**config.mk**
```make
export PLATFORM = sky130hd
export DESIGN_NAME = sp_ram_arbiter
export DESIGN_NICKNAME = d
export VERILOG_FILES = /design/src/rtl/sp_ram_arbiter.sv
export SDC_FILE = /design/constraint.sdc
export NUM_CORES = 1
export LEC_CHECK = 0
export BUFFER_PORTS_ARGS = -buffer_cell sky130_fd_sc_hd__buf_4
export CAP_MARGIN = 25
export CORE_MARGIN = 10
export CORE_UTILIZATION = 25
export CTS_CLUSTER_SIZE = 10
export DETAILED_ROUTE_END_ITERATION = 8
export PLACE_DENSITY = 0.88
export SYNTH_ARGS = -nofsm -noshare
export SYNTH_HDL_FRONTEND = slang
export SYNTH_SLANG_ARGS = --single-unit
```
**constraint.sdc**
```tcl
create_clock -name clk_i -period 2.83 [get_ports clk_i]
set_input_delay 0.849 -clock clk_i [delete_from_list [all_inputs] [get_ports clk_i]]
set_output_delay 0.849 -clock clk_i [all_outputs]
set_load 0.02 [all_outputs]
```
**src/rtl/sp_ram_arbiter.sv**
```systemverilog
// Round-robin two-requester front end for a byte-write single-port RAM.
// Define SP_RAM_ARB_INIT_EN to fill the RAM with INIT_VALUE after reset.
module sp_ram_arbiter #(
   parameter int unsigned ADDR_WIDTH = 8,
   parameter int unsigned DATA_WIDTH = 32,
   parameter int unsigned NUM_BYTE = DATA_WIDTH / 8,
   parameter logic [DATA_WIDTH-1:0] INIT_VALUE = '0
) (
   input  logic                  clk_i,
   input  logic                  rst_i,
   input  logic                  p0_req_i,
   input  logic                  p0_we_i,
   input  logic [ADDR_WIDTH-1:0] p0_addr_i,
   input  logic [DATA_WIDTH-1:0] p0_wdata_i,
   input  logic [NUM_BYTE-1:0]   p0_be_i,
   output logic                  p0_gnt_o,
   output logic                  p0_rvalid_o,
   output logic [DATA_WIDTH-1:0] p0_rdata_o,
   input  logic                  p1_req_i,
   input  logic                  p1_we_i,
   input  logic [ADDR_WIDTH-1:0] p1_addr_i,
   input  logic [DATA_WIDTH-1:0] p1_wdata_i,
   input  logic [NUM_BYTE-1:0]   p1_be_i,
   output logic                  p1_gnt_o,
   output logic                  p1_rvalid_o,
   output logic [DATA_WIDTH-1:0] p1_rdata_o,
   output logic                  ram_en_o,
   output logic                  ram_we_o,
   output logic [ADDR_WIDTH-1:0] ram_addr_o,
   output logic [DATA_WIDTH-1:0] ram_wdata_o,
   output logic [NUM_BYTE-1:0]   ram_be_o,
   input  logic [DATA_WIDTH-1:0] ram_rdata_i,
   output logic                  init_done_o
);

   logic prio_q, prio_d;
   logic rv0_q, rv0_d;
   logic rv1_q, rv1_d;
   logic active;
   logic init_wr;
   logic [ADDR_WIDTH-1:0] init_addr;
   logic g0, g1;

`ifdef SP_RAM_ARB_INIT_EN
   typedef enum logic {ST_INIT, ST_ARB} state_e;
   state_e state_q, state_d;
   logic [ADDR_WIDTH-1:0] cnt_q, cnt_d;
   logic done_q, done_d;

   always_comb begin
      state_d = state_q;
      cnt_d = cnt_q;
      done_d = done_q;
      if (state_q == ST_INIT) begin
         cnt_d = cnt_q + ADDR_WIDTH'(1);
         if (&cnt_q) begin
            state_d = ST_ARB;
            done_d = 1'b1;
         end
      end
   end

   always_ff @(posedge clk_i or posedge rst_i) begin
      if (rst_i) begin
         state_q <= ST_INIT;
         cnt_q <= '0;
         done_q <= 1'b0;
      end else begin
         state_q <= state_d;
         cnt_q <= cnt_d;
         done_q <= done_d;
      end
   end

   assign active = done_q & ~rst_i;
   assign init_wr = (state_q == ST_INIT) & ~rst_i;
   assign init_addr = cnt_q;
   assign init_done_o = done_q;
`else
   assign active = ~rst_i;
   assign init_wr = 1'b0;
   assign init_addr = '0;
   assign init_done_o = ~rst_i;
`endif

   // prio_q=1 means p1 wins the next tie
   assign g0 = active & p0_req_i & (~p1_req_i | ~prio_q);
   assign g1 = active & p1_req_i & ~g0;
   assign p0_gnt_o = g0;
   assign p1_gnt_o = g1;

   always_comb begin
      ram_en_o = g0 | g1 | init_wr;
      ram_we_o = 1'b0;
      ram_addr_o = '0;
      ram_wdata_o = INIT_VALUE;
      ram_be_o = '1;
      unique case (1'b1)
         init_wr: begin
            ram_we_o = 1'b1;
            ram_addr_o = init_addr;
         end
         g0: begin
            ram_we_o = p0_we_i;
            ram_addr_o = p0_addr_i;
            ram_wdata_o = p0_wdata_i;
            ram_be_o = p0_be_i;
         end
         g1: begin
            ram_we_o = p1_we_i;
            ram_addr_o = p1_addr_i;
            ram_wdata_o = p1_wdata_i;
            ram_be_o = p1_be_i;
         end
         default: ;
      endcase
   end

   always_comb begin
      prio_d = prio_q;
      if (g0) prio_d = 1'b1;
      else if (g1) prio_d = 1'b0;
      rv0_d = g0;
      rv1_d = g1;
   end

   always_ff @(posedge clk_i or posedge rst_i) begin
      if (rst_i) begin
         prio_q <= 1'b0;
         rv0_q <= 1'b0;
         rv1_q <= 1'b0;
      end else begin
         prio_q <= prio_d;
         rv0_q <= rv0_d;
         rv1_q <= rv1_d;
      end
   end

   assign p0_rvalid_o = rv0_q;
   assign p1_rvalid_o = rv1_q;
   assign p0_rdata_o = ram_rdata_i;
   assign p1_rdata_o = ram_rdata_i;

endmodule

```
* Yosys cells after proc, flatten, opt, wreduce, memory -nomap -nowiden
Index checks and enable logic that the tools add are counted.
Word-level totals: register bits after elaboration 3, latch bits 0, RAM bits 0, bits in read-only memories 0, output and inout bits 115, memories kept 0
Operators by class: add/sub/neg operators 0, $mul 0, div/mod/pow operators 0, magnitude comparators 0, equality and inequality tests 0, shifts and indexed selects 0, multiplexer cells 6, bitwise gates (word level) 10, reductions and logical operators 1
Operators with widths (count):
- 32-bit one-hot mux with 2 select lines | 1
- 8-bit one-hot mux with 2 select lines | 1
- 4-bit one-hot mux with 2 select lines | 1
- 1-bit bitwise AND | 4
- 1-bit NOT | 4
- 1-bit 2-to-1 mux | 2
- 1-bit OR | 2
- 1-bit one-hot mux with 2 select lines | 1
- 2-bit nonzero test | 1

* Depth between registers and ports, before layout
word-level depth 7, gate-level depth with buffers 5

* Worst setup path after synthesis
No wires, ideal clock.
kind input port to output port, from input port p1_req_i, to output port ram_addr_o[3], arrival 1.768 ns, path slack 0.213 ns, stages on the path 5, path through buf_6 > a21boi_4 > buf_6 > a32oi_1 > nor2_1
On the way: cells in the longest elaborated chain, start to end 6, elaborated cells between the ends (all ways) 7, classes of those cells 1 x mux; 6 x bitwise
RTL lines:
- start, declared | line 19 | input logic p1_req_i,
- 1-bit NOT | line 87 | assign g0 = active & p0_req_i & (~p1_req_i | ~prio_q);
- 1-bit OR | line 87
- 1-bit bitwise AND | line 87
- 1-bit NOT | line 88 | assign g1 = active & p1_req_i & ~g0;
- 1-bit bitwise AND | line 88
- 8-bit one-hot mux with 2 select lines (*) | line 98 | unique case (1'b1)
- end, declared | line 29 | output logic [ADDR_WIDTH-1:0] ram_addr_o,
Mark *: on every way between the ends. The rest lies on a longest branch, timed or not.

* Final worst setup path
from input port p1_req_i, to output port ram_wdata_o[13]
On the way: cells in the longest elaborated chain, start to end 6, elaborated cells between the ends (all ways) 7, classes of those cells 1 x mux; 6 x bitwise
RTL lines:
- 1-bit NOT | line 87
- 1-bit OR | line 87
- 1-bit bitwise AND | line 87
- 1-bit NOT | line 88
- 1-bit bitwise AND | line 88
- 32-bit one-hot mux with 2 select lines (*) | line 98
- end, declared | line 30 | output logic [DATA_WIDTH-1:0] ram_wdata_o,
Marked as above.

==> out/metrics.cfg <==
[cells_and_area]
stdcell_count=331
register_area_um2=75.07
layout-drive-gt1-share_pct=59.00
postLayoutCoreUtil_pct=39.12
final_common_cell=buf_4
syn_to_final_growth_pct=51.37
fillers=525
antenna_cells=0
nNetsFinal=388
multi_input_area_um2=635.6
layout_common_cells=buf_4 (148), nor2_1 (51), a32oi_1 (41), a22oi_1 (4)

[synthesis]
synth_top_area_share_pct=37.54
synthXorXnorAreaFrac_pct=0
synth_area_leaders=buf_4 (38%), a32oi_1 (27%), nor2_1 (15%), dfrtp_1 (5.7%), buf_6 (4.3%)
syn_area_um2=1320
synth_compound_area_share_pct=31.75
ys_warn_count=0
netlist_instances=191
synthSimpleGateAreaFrac_pct=16.40
synth_top_area_cell=buf_4
syn-num-nets=317
synth_adder_area_share_pct=0
yosysSeqAreaShare_pct=5.687
yosysUniqueCellTypes=15
synth-seq-cells=3
syn_avg_cell_area_um2=6.911
synth_top_family_by_area=buffers and inverters
synth.mux.area_fraction_pct=0

[power_and_ir_drop]
ir_drop_mv=0.1840
pwr-share-clk_pct=21.1
p_per_area_nw_per_um2=297.6
finalPower_uw=594.6
seq_power_share_pct=8.8
p_comb_share_pct=70.1
switching_share_pct=40.81
leakage_nw=0.9965
internal_power_uw=351.9
switching_power_uw=242.7

[sta]
fin_ws_ns=0.1502
hold_viol_final=0
fin_setup_tns_ns=0
min_period_ns=2.680
tightest_slew_ns=0.4418
period_share_pct=94.69
fmax_ghz=0.3732
finalSetupViolCount=0
finClkSkew_ns=0.002597
maxSlewViolCount=0
rsz0062_at_grt=false
relSlewSlack_pct=70.55

[floorplanning]
core_area_um2=5107
start_util_pct=25.85
dieArea_um2=8587
io_pins=241
rows=26
die_y_um=92.67
die_w_um=92.67

[setup_path]
crit_fanout=32
end_kind=primary output
arrival_ns=1.83
crit_type=input pin to primary output
cp.required_ns=1.98
crit_path_start_kind=input pin

[detailed_routing]
viasPerCell=4.852
drt-initial-drc-count=38
wl_per_cell_um=18.02
routed_wl_mm=5.963
drc=0
ant_nets=0
vias=1606
drt_first_pass_iters=4

[clocking]
cts_hold_buf=0
ctsResizeCount=0
root_buffer=clkbuf_8
insertion_delay_ns=0.21
numCtsBuffers=3
clock_sinks=3
clockBufferDepth=2
clk_pin_slew_ns=0.03
htreeDepth=1
tritoncts=yes
cts_setup_buffers=0

[status]
outcome=finished, final reports clean

[placed_design]
dp.cells=327
port_buffers=144
pre_cts_ws_ns=0.1738
place_hpwl_mm=4.841
place_congestion=0.7814

[hold_path]
hp-class=register to register

[global_routing]
antenna_found_initial=0
grt_max_degree=47
grt_pass1_wl_mm=8.769
grt_pass1_vias=1719
track_usage_pct=11.87
grt_overflow=0

[flow_run]
drv_cap=0

worst max-delay path: stages:
cell and delay, ns:
buf_4 0.20, buf_4 0.35, a32oi_1 0.17, nor2_1 0.11
buf_4 0.15
final cells by class:
cell class / instances / share of cell area (%)
clock buffers: 4 / 2.254
inverters: 1 / 0.1879
multi-input cells: 103 / 31.81
flip-flops and latches: 3 / 3.757
well taps: 70 / 4.383
repair buffers: 150 / 57.61
per-layer routing:
| layer | track usage, % | vias to the layer above | part of all wire (%) |
|---|---|---|---|
| li1 | - | 766 | - |
| met1 | 12.43 | 693 | 36 |
| met2 | 20.00 | 104 | 48 |
| met3 | 4.923 | 43 | 13 |
| met4 | 6.170 | 0 | 4.0 |
| met5 | 0 | - | 0 |
cells in the mapped netlist (all sizes together):
master / count
buf: 75
nor2: 51
a32oi: 41
clkbuf: 9
a22oi: 4
dfrtp: 3
and2: 2
a21boi: 1
a21oi: 1
a31oi: 1
and3: 1
inv: 1
nand2b: 1
flip-flops by register name, indices dropped and copies added (netlist names):
signal and cells:
p0_rvalid_o 1, prio_q 1, p1_rvalid_o 1
logic make-up (layout without fill, tap and decap cells):
logic type	Yosys count	in the layout
AND/OR/NAND/NOR	55	55
buffers and inverters	85	155
flip-flops	3	3
AO/OA/AOI/OAI	48	48
power groups by stage:
stage	logic (mW)	registers (mW)	clock network [mW]
after floorplan	0.345	0.0548	0
after global routing	0.451	0.0528	0.132
after CTS	0.421	0.0523	0.128
final	0.417	0.0524	0.125
after global placement	0.413	0.0525	0
after detailed placement	0.419	0.0528	0
stage by stage:
stage	hold WS (ns)	instance area, um^2
6_report	0.5505	1998
5_1_grt	0.5694	1998
4_1_cts	0.5498	1998
3_5_place_dp	0.5457	1953
3_3_place_gp	0.5315	1953
2_1_floorplan	0.5175	1320
worst paths after layout:
path / slack, ns / cells after the start / startpoint / to
setup / recovery: 0.15 / 5 / p1_req_i / ram_wdata_o[13]
hold / removal: 0.55 / 1 / prio_q / prio_q
setup reg to reg: 1.67 / 3 / prio_q / p1_rvalid_o
hold reg to reg: 0.55 / 1 / prio_q / prio_q
max in group asynchronous: 1.86 / 3 / rst_i / prio_q
min in group asynchronous: 0.86 / 3 / rst_i / p0_rvalid_o
No activity file was read; power rests on OpenSTA's default activity.
